--- src/rtl/rtc_resp_pkg.sv ---
// rtl/rtc_resp_pkg.sv - register map, reset values, bus FSM encoding and month length for the RTC responder
package rtc_resp_pkg;

  localparam logic [7:0] ADDR_CTRL = 8'h00;
  localparam logic [7:0] ADDR_SEC  = 8'h21;
  localparam logic [7:0] ADDR_MIN  = 8'h22;
  localparam logic [7:0] ADDR_HOUR = 8'h23;
  localparam logic [7:0] ADDR_DAY  = 8'h24;
  localparam logic [7:0] ADDR_MON  = 8'h25;
  localparam logic [7:0] ADDR_YEAR = 8'h26;

  typedef struct packed {
    logic [7:0] year;
    logic [7:0] mon;
    logic [7:0] day;
    logic [7:0] hour;
    logic [7:0] min;
    logic [7:0] sec;
  } rtc_time_t;

  localparam rtc_time_t RST_TIME = '{year: 8'h00, mon: 8'h01, day: 8'h01,
                                     hour: 8'h00, min: 8'h00, sec: 8'h00};
  localparam logic [7:0] RST_CTRL = 8'h00;
  localparam logic [7:0] RST_ADDR = 8'h00;

  typedef enum logic [1:0] {
    ST_IDLE,
    ST_ADDR_LATCH,
    ST_DATA
  } bus_state_t;

  // Returns the last valid day of the month in BCD.
  function automatic logic [7:0] month_len(input logic [7:0] mon, input logic leap);
    case (mon)
      8'h04, 8'h06, 8'h09, 8'h11: return 8'h30;
      8'h02:                      return leap ? 8'h29 : 8'h28;
      default:                    return 8'h31;
    endcase
  endfunction

endpackage

--- src/rtl/rtc_bus_responder_if.sv ---
// rtl/rtc_bus_responder_if.sv - multiplexed cs/rd/wr/ad RTC bus between controller (master) and responder (slave)
interface rtc_bus_responder_if;
  logic       cs;
  logic       rd;
  logic       wr;
  logic       ad;
  logic [7:0] din;
  logic [7:0] dout;
  logic       dout_oe;

  modport master (output cs, rd, wr, ad, din, input dout, dout_oe);
  modport slave  (input cs, rd, wr, ad, din, output dout, dout_oe);
endinterface

--- src/rtl/rtc_bcd_timekeeper.sv ---
// rtl/rtc_bcd_timekeeper.sv - combinational next-second BCD cascade (sec..year, leap year, 12/24 h)
module rtc_bcd_timekeeper
  import rtc_resp_pkg::*;
(
  input  rtc_time_t cur,
  input  logic      twelve,
  output rtc_time_t nxt
);

  // Out-of-range or non-BCD values roll straight to the field minimum and carry.
  function automatic logic [8:0] bcd_inc(input logic [7:0] v, input logic [7:0] lo,
                                         input logic [7:0] hi);
    if (v[3:0] > 4'd9 || v >= hi || v < lo) return {1'b1, lo};
    if (v[3:0] == 4'd9) return {1'b0, v[7:4] + 4'd1, 4'd0};
    return {1'b0, v + 8'd1};
  endfunction

  logic       leap;
  logic [8:0] s_inc, m_inc, h24_inc, h12_inc, h_inc, d_inc, mo_inc, y_inc;
  logic       c_s, c_m, c_h, c_d, c_mo;

  assign leap = cur.year[4] ? (cur.year[3:0] == 4'd2 || cur.year[3:0] == 4'd6)
                            : (cur.year[3:0] == 4'd0 || cur.year[3:0] == 4'd4 ||
                               cur.year[3:0] == 4'd8);

  always_comb begin
    s_inc   = bcd_inc(cur.sec,  8'h00, 8'h59);
    m_inc   = bcd_inc(cur.min,  8'h00, 8'h59);
    h24_inc = bcd_inc(cur.hour, 8'h00, 8'h23);
    d_inc   = bcd_inc(cur.day,  8'h01, month_len(cur.mon, leap));
    mo_inc  = bcd_inc(cur.mon,  8'h01, 8'h12);
    y_inc   = bcd_inc(cur.year, 8'h00, 8'h99);

    // 12 h: 11 -> 12 flips PM (day carries at 11 PM), 12 -> 01 keeps PM.
    if (cur.hour[4:0] == 5'h11) begin
      h12_inc = {cur.hour[7], ~cur.hour[7], 7'h12};
    end else if (cur.hour[4:0] == 5'h12) begin
      h12_inc = {1'b0, cur.hour[7], 7'h01};
    end else begin
      h12_inc    = bcd_inc({3'b000, cur.hour[4:0]}, 8'h01, 8'h12);
      h12_inc[7] = cur.hour[7];
    end
    h_inc = twelve ? h12_inc : h24_inc;

    c_s  = s_inc[8];
    c_m  = c_s & m_inc[8];
    c_h  = c_m & h_inc[8];
    c_d  = c_h & d_inc[8];
    c_mo = c_d & mo_inc[8];

    nxt      = cur;
    nxt.sec  = s_inc[7:0];
    nxt.min  = c_s  ? m_inc[7:0]  : cur.min;
    nxt.hour = c_m  ? h_inc[7:0]  : cur.hour;
    nxt.day  = c_h  ? d_inc[7:0]  : cur.day;
    nxt.mon  = c_d  ? mo_inc[7:0] : cur.mon;
    nxt.year = c_mo ? y_inc[7:0]  : cur.year;
  end

endmodule

--- src/rtl/rtc_bus_responder.sv ---
// rtl/rtc_bus_responder.sv - RTC bus responder: bus FSM, address latch, BCD register file, read mux
// Optional 12-hour mode enabled by defining RTC_RESP_TWELVE_HOUR_EN.
module rtc_bus_responder
  import rtc_resp_pkg::*;
#(
  parameter int ADDR_W = 8
) (
  input  logic                clk,
  input  logic                reset,
  input  logic                tick,
  rtc_bus_responder_if.slave  bus
);

  bus_state_t        state;
  logic [ADDR_W-1:0] addr;
  logic [7:0]        ctrl;
  rtc_time_t         tm, tm_next;
  logic              wr_q, conflict_q, pend;
  logic              wr_event, addr_wr, data_wr, time_wr, read_cond, apply_tick, twelve;
  logic [7:0]        rd_data, hour_wdata;

`ifdef RTC_RESP_TWELVE_HOUR_EN
  assign twelve     = ctrl[4];
  assign hour_wdata = bus.din;
`else
  assign twelve     = 1'b0;
  assign hour_wdata = {1'b0, bus.din[6:0]};
`endif

  // A wr rise that follows a cycle with rd and wr both low is part of an illegal cycle.
  assign wr_event   = !bus.cs && !wr_q && bus.wr && !conflict_q;
  assign addr_wr    = wr_event && !bus.ad;
  assign data_wr    = wr_event && bus.ad;
  assign time_wr    = data_wr && (addr >= ADDR_W'(ADDR_SEC)) && (addr <= ADDR_W'(ADDR_YEAR));
  assign read_cond  = !bus.cs && !bus.rd && bus.ad && bus.wr;
  assign apply_tick = (tick || pend) && !time_wr;

  rtc_bcd_timekeeper u_timekeeper (
    .cur    (tm),
    .twelve (twelve),
    .nxt    (tm_next)
  );

  always_comb begin
    rd_data = 8'h00;
    case (addr)
      ADDR_W'(ADDR_CTRL): rd_data = ctrl;
      ADDR_W'(ADDR_SEC):  rd_data = tm.sec;
      ADDR_W'(ADDR_MIN):  rd_data = tm.min;
      ADDR_W'(ADDR_HOUR): rd_data = tm.hour;
      ADDR_W'(ADDR_DAY):  rd_data = tm.day;
      ADDR_W'(ADDR_MON):  rd_data = tm.mon;
      ADDR_W'(ADDR_YEAR): rd_data = tm.year;
      default:            rd_data = 8'h00;
    endcase
  end

  always_ff @(posedge clk or negedge reset) begin
    if (!reset) begin
      state <= ST_IDLE;
    end else if (bus.cs) begin
      state <= ST_IDLE;
    end else begin
      case (state)
        ST_IDLE:       if (addr_wr) state <= ST_ADDR_LATCH;
        ST_ADDR_LATCH: if (data_wr || read_cond) state <= ST_DATA;
        ST_DATA:       if (bus.rd && bus.wr) state <= ST_IDLE;
        default:       state <= ST_IDLE;
      endcase
    end
  end

  always_ff @(posedge clk or negedge reset) begin
    if (!reset) begin
      addr        <= ADDR_W'(RST_ADDR);
      ctrl        <= RST_CTRL;
      tm          <= RST_TIME;
      wr_q        <= 1'b1;
      conflict_q  <= 1'b0;
      pend        <= 1'b0;
      bus.dout    <= 8'h00;
      bus.dout_oe <= 1'b0;
    end else begin
      wr_q       <= bus.wr;
      conflict_q <= !bus.rd && !bus.wr;
      // A tick colliding with a time write is replayed on the next cycle.
      pend       <= time_wr ? (pend | tick) : (pend & tick);
      if (addr_wr) addr <= ADDR_W'(bus.din);
      if (apply_tick) tm <= tm_next;
      if (data_wr) begin
        case (addr)
          ADDR_W'(ADDR_CTRL): ctrl    <= bus.din;
          ADDR_W'(ADDR_SEC):  tm.sec  <= bus.din;
          ADDR_W'(ADDR_MIN):  tm.min  <= bus.din;
          ADDR_W'(ADDR_HOUR): tm.hour <= hour_wdata;
          ADDR_W'(ADDR_DAY):  tm.day  <= bus.din;
          ADDR_W'(ADDR_MON):  tm.mon  <= bus.din;
          ADDR_W'(ADDR_YEAR): tm.year <= bus.din;
          default: ;
        endcase
      end
      bus.dout_oe <= read_cond;
      bus.dout    <= read_cond ? rd_data : 8'h00;
    end
  end

endmodule

--- src/flat_wrapper.sv ---
// flat-port wrapper written by rule: the top's interface ports become plain ports
module rtc_bus_responder_flat import rtc_resp_pkg::*;
#(
  parameter int ADDR_W = 8
)
  (clk, reset, tick, bus_cs, bus_rd, bus_wr, bus_ad, bus_din, bus_dout, bus_dout_oe);
  rtc_bus_responder_if bus_i ();
  input  logic clk;
  input  logic reset;
  input  logic tick;
  input wire logic [$bits(bus_i.cs)-1:0] bus_cs;
  input wire logic [$bits(bus_i.rd)-1:0] bus_rd;
  input wire logic [$bits(bus_i.wr)-1:0] bus_wr;
  input wire logic [$bits(bus_i.ad)-1:0] bus_ad;
  input wire logic [$bits(bus_i.din)-1:0] bus_din;
  output wire logic [$bits(bus_i.dout)-1:0] bus_dout;
  output wire logic [$bits(bus_i.dout_oe)-1:0] bus_dout_oe;
  assign bus_i.cs = bus_cs;
  assign bus_i.rd = bus_rd;
  assign bus_i.wr = bus_wr;
  assign bus_i.ad = bus_ad;
  assign bus_i.din = bus_din;
  assign bus_dout = bus_i.dout;
  assign bus_dout_oe = bus_i.dout_oe;
  rtc_bus_responder #(.ADDR_W(ADDR_W)) u_core (.clk(clk), .reset(reset), .tick(tick), .bus(bus_i));
endmodule
--- config.mk ---
export PLATFORM = sky130hd
export DESIGN_NAME = rtc_bus_responder_flat
export DESIGN_NICKNAME = d
export VERILOG_FILES = /design/src/rtl/rtc_resp_pkg.sv /design/src/rtl/rtc_bus_responder_if.sv /design/src/rtl/rtc_bcd_timekeeper.sv /design/src/rtl/rtc_bus_responder.sv /design/src/flat_wrapper.sv
export SDC_FILE = /design/constraint.sdc
export NUM_CORES = 1
export LEC_CHECK = 0
export ABC_AREA = 1
export BUFFER_PORTS_ARGS = -buffer_cell sky130_fd_sc_hd__buf_4
export CAP_MARGIN = 10
export CORE_MARGIN = 2
export CORE_UTILIZATION = 56
export CTS_CLUSTER_DIAMETER = 60
export DETAILED_ROUTE_END_ITERATION = 12
export GPL_TIMING_DRIVEN = 1
export PLACE_DENSITY = 0.77
export SETUP_SLACK_MARGIN = 0.1
export SKIP_LAST_GASP = 1
export SYNTH_ARGS = -nofsm -noshare
export SYNTH_HDL_FRONTEND = slang
export SYNTH_SLANG_ARGS = --single-unit
export TNS_END_PERCENT = 30
--- constraint.sdc ---
create_clock -name clk -period 2.8 [get_ports clk]
set_clock_uncertainty 0.15 [all_clocks]
set_input_delay 0.56 -clock clk [delete_from_list [all_inputs] [get_ports clk]]
set_output_delay 0.56 -clock clk [all_outputs]
set_load 0.05 [all_outputs]
## After elaboration in Yosys (flattened, before gate mapping)

Index checks and enable logic that the tools add are counted.

- Register bits after elaboration: 76
- Memory bits (read-only): 0
- Bits in latches: 0
- Logic and storage cells: 172
- Bits in writable memories: 0
- Memories: 0

- Reductions and logical operators: 39
- Multipliers: 0
- Shift-type cells: 0
- Bitwise gates (word level): 6
- Eq/ne operators: 21
- Muxes and demuxes: 61
- Order comparisons: 20
- Add/subtract/negate cells: 12
- Divide/modulo/power cells: 0

Operator list:

| operator | count |
|---|---|
| $mux W9 | 20 |
| $mux W8 | 16 |
| $mux W48 | 2 |
| $pmux W8 S7 | 1 |
| $add A8 B1 Y8 const B | 6 |
| $eq A8 B6 Y1 const B | 6 |
| $lt A8 B1 Y1 const B | 6 |
| $eq A4 B4 Y1 const B | 7 |
| $add A4 B1 Y4 const B | 6 |
| $gt A4 B4 Y1 const B | 6 |
| $mux W1 | 21 |
| $eq A8 B3 Y1 const B | 2 |
| $ge A8 B6 Y1 const B | 2 |
| $ge A8 B7 Y1 const B | 2 |
| $logic_or A1 B1 Y1 | 16 |
| $logic_and A1 B1 Y1 | 12 |
| $pmux W5 S2 | 1 |
| $eq A4 B3 Y1 const B | 2 |
| $eq A8 B2 Y1 const B | 1 |
| $eq A8 B4 Y1 const B | 1 |
| $eq A8 B5 Y1 const B | 1 |
| $ge A8 B5 Y1 const B | 1 |
| $ge A8 B8 Y1 | 1 |
| $ge A8 B8 Y1 const B | 1 |
| 9 further kinds | 19 |

## Depth between registers and ports, before layout

- Word-level depth: 19
- Mapped depth: 19
- Gate-level depth less buffers: 19

## Cells and area by module

A second synthesis with hierarchy kept.

- Cells, all modules: 1077
- Area total of the unflattened synthesis: 6662.6 um^2

By module, submodules not included:

| module | times used | seq. area each (um^2) | area each (um^2) | cells an instance |
|---|---|---|---|---|
| rtc_bus_responder | 1 | 1905.6 | 4335.4 | 628 |
| rtc_bcd_timekeeper | 1 | 0.0 | 2327.2 | 449 |

## Worst setup path after synthesis

No wires, ideal clock.

- Path kind: register to register
- Start: register u_core.tm[32] in the netlist's numbering
- End: register u_core.tm[33] in the netlist's numbering
- Slack: 0.039 ns
- Data arrival time: 2.494 ns
- Required time: 2.533 ns
- Cell stages (with the launch flop): 19
- Cells stage by stage: dfstp_2 inv_1 nor2_1 nand3_1 o31ai_1 nand3_1 o21ai_0 a31oi_1 ha_1 inv_1 nand3b_1 a21oi_1 nand3_1 nand2_2 nor2_8 nand2_2 nor2_1 nor2_1 nor2_1

- Word-level cells in the longest chain between the ends: 13
- Elaborated cells between the ends (all ways): 30
- Those cells by class: add/sub: 1; order compare: 4; eq/ne: 6; mux: 13; bitwise: 1; reduce/logical: 5

Ends and longest elaborated chain:

| what | RTL line | text |
|---|---|---|
| from (decl) | rtc_bus_responder.sv:17 | `rtc_time_t tm, tm_next;` |
| from (signal assigned) | rtc_bus_responder.sv:89 | `if (apply_tick) tm <= tm_next;` |
| $eq A8 B3 Y1, or another cell as far along | rtc_resp_pkg.sv:34 | `case (mon)` |
| $reduce_or A4 Y1 | rtc_resp_pkg.sv:34 |  |
| $pmux W5 S2 | rtc_resp_pkg.sv:34 |  |
| $ge A8 B8 Y1 | rtc_bcd_timekeeper.sv:13 | `if (v[3:0] > 4'd9 \|\| v >= hi \|\| v < lo) return {1'b1, lo};` |
| $logic_or A1 B1 Y1 (2 in a row) | rtc_bcd_timekeeper.sv:13 |  |
| $mux W1 | rtc_bcd_timekeeper.sv:13 |  |
| $mux W9 | rtc_bcd_timekeeper.sv:14 | `if (v[3:0] == 4'd9) return {1'b0, v[7:4] + 4'd1, 4'd0};` |
| $and A1 B1 Y1 | rtc_bcd_timekeeper.sv:48 | `c_d = c_h & d_inc[8];` |
| $mux W8 * | rtc_bcd_timekeeper.sv:56 | `nxt.mon = c_d ? mo_inc[7:0] : cur.mon;` |
| $mux W48 * | rtc_bus_responder.sv:89 |  |
| $mux W8 | rtc_bus_responder.sv:91 | `case (addr)` |
| $mux W48 * | rtc_bus_responder.sv:90 | `if (data_wr) begin` |

Every way passes the cells marked *; elsewhere a longest branch is shown, timed or not. The select of a mux whose other input is x is not followed.
A chain may end at the register's enable or synchronous reset.

## Worst setup path in the final report

- Start: register u_core.tm[36] in the netlist's numbering
- End: register u_core.tm[40] in the netlist's numbering

- Word-level cells in the longest chain between the ends: 14
- Elaborated cells between the ends (all ways): 24
- Those cells by class: order compare: 3; eq/ne: 5; mux: 9; bitwise: 2; reduce/logical: 5

Ends and longest elaborated chain:

| what | RTL line | text |
|---|---|---|
| $eq A8 B3 Y1, or another cell as far along | rtc_resp_pkg.sv:34 |  |
| $reduce_or A4 Y1 | rtc_resp_pkg.sv:34 |  |
| $pmux W5 S2 | rtc_resp_pkg.sv:34 |  |
| $ge A8 B8 Y1 | rtc_bcd_timekeeper.sv:13 |  |
| $logic_or A1 B1 Y1 (2 in a row) | rtc_bcd_timekeeper.sv:13 |  |
| $mux W1 | rtc_bcd_timekeeper.sv:13 |  |
| $mux W9 | rtc_bcd_timekeeper.sv:14 |  |
| $and A1 B1 Y1 | rtc_bcd_timekeeper.sv:48 |  |
| $and A1 B1 Y1 * | rtc_bcd_timekeeper.sv:49 | `c_mo = c_d & mo_inc[8];` |
| $mux W8 * | rtc_bcd_timekeeper.sv:57 | `nxt.year = c_mo ? y_inc[7:0] : cur.year;` |
| $mux W48 * | rtc_bus_responder.sv:89 |  |
| $mux W8 | rtc_bus_responder.sv:91 |  |
| $mux W48 * | rtc_bus_responder.sv:90 |  |

Every way passes the cells marked *; elsewhere a longest branch is shown, timed or not.

==> summary by stage <==
Synthesis
In this run the cell area of the synthesized design comes to 5270 um^2. The number of unique standard cell types used by synthesis is 35. The number of warnings reported in the yosys synthesis log is 0. Sequential cells were found to cover 36.1% of the synthesized design area. In the post-synthesis netlist, the cell with the most instances is sky130_fd_sc_hd__nand2_1. The main flop type after synthesis is sky130_fd_sc_hd__dfrtp_1. The fraction of registers with async set or reset after synthesis is 100%. Summed over all instances, the cell type with the most area after synthesis is sky130_fd_sc_hd__dfrtp_1. Summed over its instances, the top area cell type makes up 34.6% of the synthesized netlist area. Counting flops with a built-in enable in the synthesized netlist gives 0. The flop and latch count out of synthesis is 76.

After synthesis, the most frequently instantiated cells are sky130_fd_sc_hd__nand2_1 (182), sky130_fd_sc_hd__inv_1 (107), sky130_fd_sc_hd__nor2_1 (92), sky130_fd_sc_hd__dfrtp_1 (73), sky130_fd_sc_hd__o21ai_0 (71). The average cell area after synthesis is 6.92 um^2. In the post-synthesis netlist, the biggest area contributors are sky130_fd_sc_hd__dfrtp_1 (35%), sky130_fd_sc_hd__nand2_1 (13%), sky130_fd_sc_hd__inv_1 (7.6%).

The cell count after synthesis is 762. When the netlist entered floorplanning its net count stood at 795.

Floorplan
24 I/O pins were placed. The floorplan step set the die width to 101 um. The total area inside the core boundary comes to 9200 um^2. For this configuration, the core starts out at a cell density of 57.3%.

The site row count is 35. The die span in y is 101 um. The die covers 10200 um^2.

Global route
The number of antenna violations at the first check in global routing is 0. The pin count of the biggest net entering global routing is 48. After global routing the overflow that remains totals 0. Global routing used 32.8% of the available tracks. The number of global-route vias before repair was 5129.

The met3 track demand over resource is 4.85%. The first global-routing pass estimated 25800 um of wire. Global routing consumed, on the met2 layer, 49.1% of the routing resources. The met1 usage in global routing is 47.2%. The global routing stage identified its most utilized layer as met2.

Clock network
In this run the deepest clock path goes through 2 buffers. The CTS tree is done. The root cell of the clock tree is sky130_fd_sc_hd__clkbuf_8. After clock tree synthesis, the clock-pin slew on the worst setup and hold paths is 0.09 ns. The total clock sinks is 76. The maximum level of the CTS H-tree is 3. The worst-skew pair later-pin latency is 0.37 ns. The number of clock buffers added by TritonCTS is 9.

Drt
After detailed routing, the number of vias per cell comes to 5.90. Once detail routing completed, the nets flagged for antenna violations numbered 0. The via count is 5483. For this run, design rule violations remaining after detail routing come to 0. The iteration count of the initial detailed-routing pass is 7. After the first detailed-routing iteration, the DRC count stood at 596. After detailed routing, the average wire length per cell comes to 17.3 um.

The total length of routed wires is 16000 um.

Worst hold path
Counting instances, the worst hold path has a depth of 1. The worst hold-check path type is in2reg. The hold-critical path endpoint is u_core.wr_q.

The start point of the worst min-delay path is bus_wr.

Final layout
The number of nets in the layout is 846. The area growth from synthesis to layout is 16.2%. The fill cell instance count of the final layout is 800.

Registers take 1910 um^2. The ratio of cells with drive above 1 in the final layout is 14.9%. Summing all multi-input logic gate instances after layout gives 3030 um^2. The antenna diode count is 0.

Run
The tool flagged a number of max-cap violations equal to 0.

Setup path
The register-to-register setup slack is 0.05 ns. The endpoint identified for the worst register-to-register timing path is u_core.tm[40]. The cell occurring most often along the worst timing path is sky130_fd_sc_hd__nor2_2. The category of the most critical setup path is reg2reg. The critical path goes through inv_2 -> ha_4 -> nand2_4 -> nor4_4 -> buf_4 -> inv_2 -> ha_4 -> nor2_2 -> nor2_2 -> o21bai_1 -> nand3_4 -> nand3_4 -> nor2_4 -> nand2_4 -> nor2_2 -> nor2_1 -> nor2_1. The worst setup path is captured at a flip-flop. The data required time at the worst endpoint is 2.95 ns. For the worst setup path, the data arrival time is 2.90 ns. For the worst flop-to-flop path, the logic depth is 17. The kind of start point of the critical path is a flip-flop. The reg-to-reg startpoint is u_core.tm[36]. The count of buffering cells on the critical path with inverters included is 3.

The delay of the slowest cell on the worst path is 0.40 ns. The maximum net fanout on the critical path is 5. The family with the most delay on the worst path is simple AND/OR/NAND/NOR gates. The largest individual stage delay along the critical path comes from the cell sky130_fd_sc_hd__dfrtp_1.

Outcome
The flow ran to the end, and the final reports show no timing, DRC or antenna violations.

Pwr
VDD sags by at most 0.373 mV. The power density over the cells is 826 nW/um^2. The completed layout was analyzed and its total power is 5.06 mW.

The analysis attributes to cell leakage a power of 3.13 nW.

STA
The worst pin sits at a relative slew slack of 58.0%. Setup violations remaining at the end of the flow were counted as 0. The worst path in the final design needs a cycle of 2.75 ns, including I/O delays and setup. The final number of max-transition violations is 0. The setup slack of the critical path after layout is 0.0518 ns. Setup repair after global routing could not meet its margin everywhere. At the pin with the least slew margin, the transition time is 0.625 ns. The number of hold violations in the final report came to 0. The highest achievable clock rate is 364 MHz. The final critical path takes up 98.2% of the cycle.

Place
At the end of routability-driven placement, the weighted congestion stood at 0.973. At the placement stage, the worst setup path has a slack of -0.00649 ns. Summed over all nets, the half-perimeter wirelength after detailed placement is 11600 um. The count of input and output buffers is 23.
## worst register-to-register path, stage by stage (launching register included)
cell and delay, ns:
sky130_fd_sc_hd__dfrtp_1 0.40, sky130_fd_sc_hd__inv_2 0.09, sky130_fd_sc_hd__ha_4 0.15, sky130_fd_sc_hd__nand2_4 0.05, sky130_fd_sc_hd__nor4_4 0.20, sky130_fd_sc_hd__buf_4 0.17, sky130_fd_sc_hd__inv_2 0.05, sky130_fd_sc_hd__ha_4 0.26
sky130_fd_sc_hd__nor2_2 0.04, sky130_fd_sc_hd__nor2_2 0.14, sky130_fd_sc_hd__o21bai_1 0.12, sky130_fd_sc_hd__nand3_4 0.18, sky130_fd_sc_hd__nand3_4 0.14, sky130_fd_sc_hd__nor2_4 0.21, sky130_fd_sc_hd__nand2_4 0.10, sky130_fd_sc_hd__nor2_2 0.11
sky130_fd_sc_hd__nor2_1 0.05, sky130_fd_sc_hd__nor2_1 0.10
## through the flow
stage          hold WS, ns  instance area [um^2]  std cells  util [%]  TNS [ns]
4_1_cts              0.151                  5980        924      65.0         0
3_5_place_dp         0.320                  5670        903      61.7  -0.00833
6_report             0.154                  6130        929      66.7         0
3_3_place_gp         0.310                  5670        903      61.7         0
2_1_floorplan        0.114                  5280        762         -         0
5_1_grt              0.151                  6130        929      66.7    -0.326
## worst max path at each step
stage,start,slack [ns],end,cells after the start
global route,u_core.tm[36],-0.07,u_core.tm[40],17
CTS,u_core.tm[34],0.11,u_core.tm[28],18
detailed placement,u_core.tm[37],-0.006,u_core.tm[40],17
floorplan,u_core.tm[32],0.11,u_core.tm[33],18
global placement,u_core.tm[37],0.14,u_core.tm[45],17
finish,u_core.tm[36],0.05,u_core.tm[40],17
## metal layers
metal  wire (um)  vias to the layer above
met1        6950                     2531
li1            -                     2606
met2        7140                      288
met5           0                        -
met3        1310                       58
met4         640                        0
## cell usage in the layout (no fill, tap or decap), types with 3 or more instances in the layout
| cell | n |
|---|---|
| sky130_fd_sc_hd__buf_6 | 3 |
| sky130_fd_sc_hd__inv_2 | 4 |
| sky130_fd_sc_hd__a21oi_2 | 3 |
| sky130_fd_sc_hd__o21ai_1 | 12 |
| sky130_fd_sc_hd__buf_4 | 47 |
| sky130_fd_sc_hd__o211ai_1 | 3 |
| sky130_fd_sc_hd__nand2_1 | 180 |
| sky130_fd_sc_hd__dfstp_2 | 3 |
| sky130_fd_sc_hd__clkbuf_8 | 11 |
| sky130_fd_sc_hd__a31oi_1 | 4 |
| sky130_fd_sc_hd__nor2_1 | 84 |
| sky130_fd_sc_hd__nand3b_1 | 5 |
| sky130_fd_sc_hd__xor2_1 | 7 |
| sky130_fd_sc_hd__o22ai_1 | 22 |
| sky130_fd_sc_hd__dfrtp_1 | 73 |
| sky130_fd_sc_hd__nand4_1 | 14 |
| sky130_fd_sc_hd__a21oi_1 | 40 |
| sky130_fd_sc_hd__nand2_4 | 6 |
| sky130_fd_sc_hd__nand3_2 | 3 |
| sky130_fd_sc_hd__nor3_1 | 6 |
| sky130_fd_sc_hd__nand2_2 | 6 |
| sky130_fd_sc_hd__nand3_1 | 54 |
| sky130_fd_sc_hd__ha_1 | 16 |
| sky130_fd_sc_hd__nor2_4 | 8 |
| sky130_fd_sc_hd__nor2_2 | 9 |
| sky130_fd_sc_hd__inv_1 | 102 |
| sky130_fd_sc_hd__o21ai_0 | 68 |
## state kept, by name (all words and copies together) (netlist names)
| register | count |
|---|---|
| u_core.tm | 48 |
| u_core.bus.dout | 8 |
| u_core.pend | 1 |
| u_core.wr_q | 1 |
| u_core.addr | 8 |
| u_core.bus.dout_oe | 1 |
| u_core.conflict_q | 1 |
| u_core.ctrl | 8 |
## logic make-up (layout without fill, tap and decap cells)
group	after synthesis	after routing	share of synthesized area, %
and+or+nand+nor	384	384	33.2
AOI/OAI and AO/OA	157	157	16.0
buffers and inverters	119	175	9.06
DFF	76	76	36.1
adders and majority gates	18	18	4.27
xor gates and xnor gates	7	7	1.16
muxes	1	1	0.190
## final cells by class
cell class	instances	share of cell area (%)
flip-flops and latches	76	31.1
multi-input cells	567	49.4
inverters	107	6.59
repair buffers	52	6.80
clock buffers	11	2.47
well taps	111	2.27
clock inverters	5	1.35
## report_power, final
part           switching, mW  total (mW)  internal [mW]  leakage, nW
logic                   1.47        2.33          0.861         2.02
registers              0.338        1.74           1.40        0.988
clock network          0.446        1.00          0.554        0.120
total                   2.25        5.06           2.81         3.13
## repair_timing
action | 4_1_cts | 5_1_grt
buffers inserted | 4 | 5
endpoints found under the hold margin | 12 | 0
hold buffers | 1 | 0
pin swaps | 5 | 31
gates resized for setup | 6 | 34
endpoints found under the setup margin | 17 | 24
Note: power is estimated with default switching activity, not from simulation.
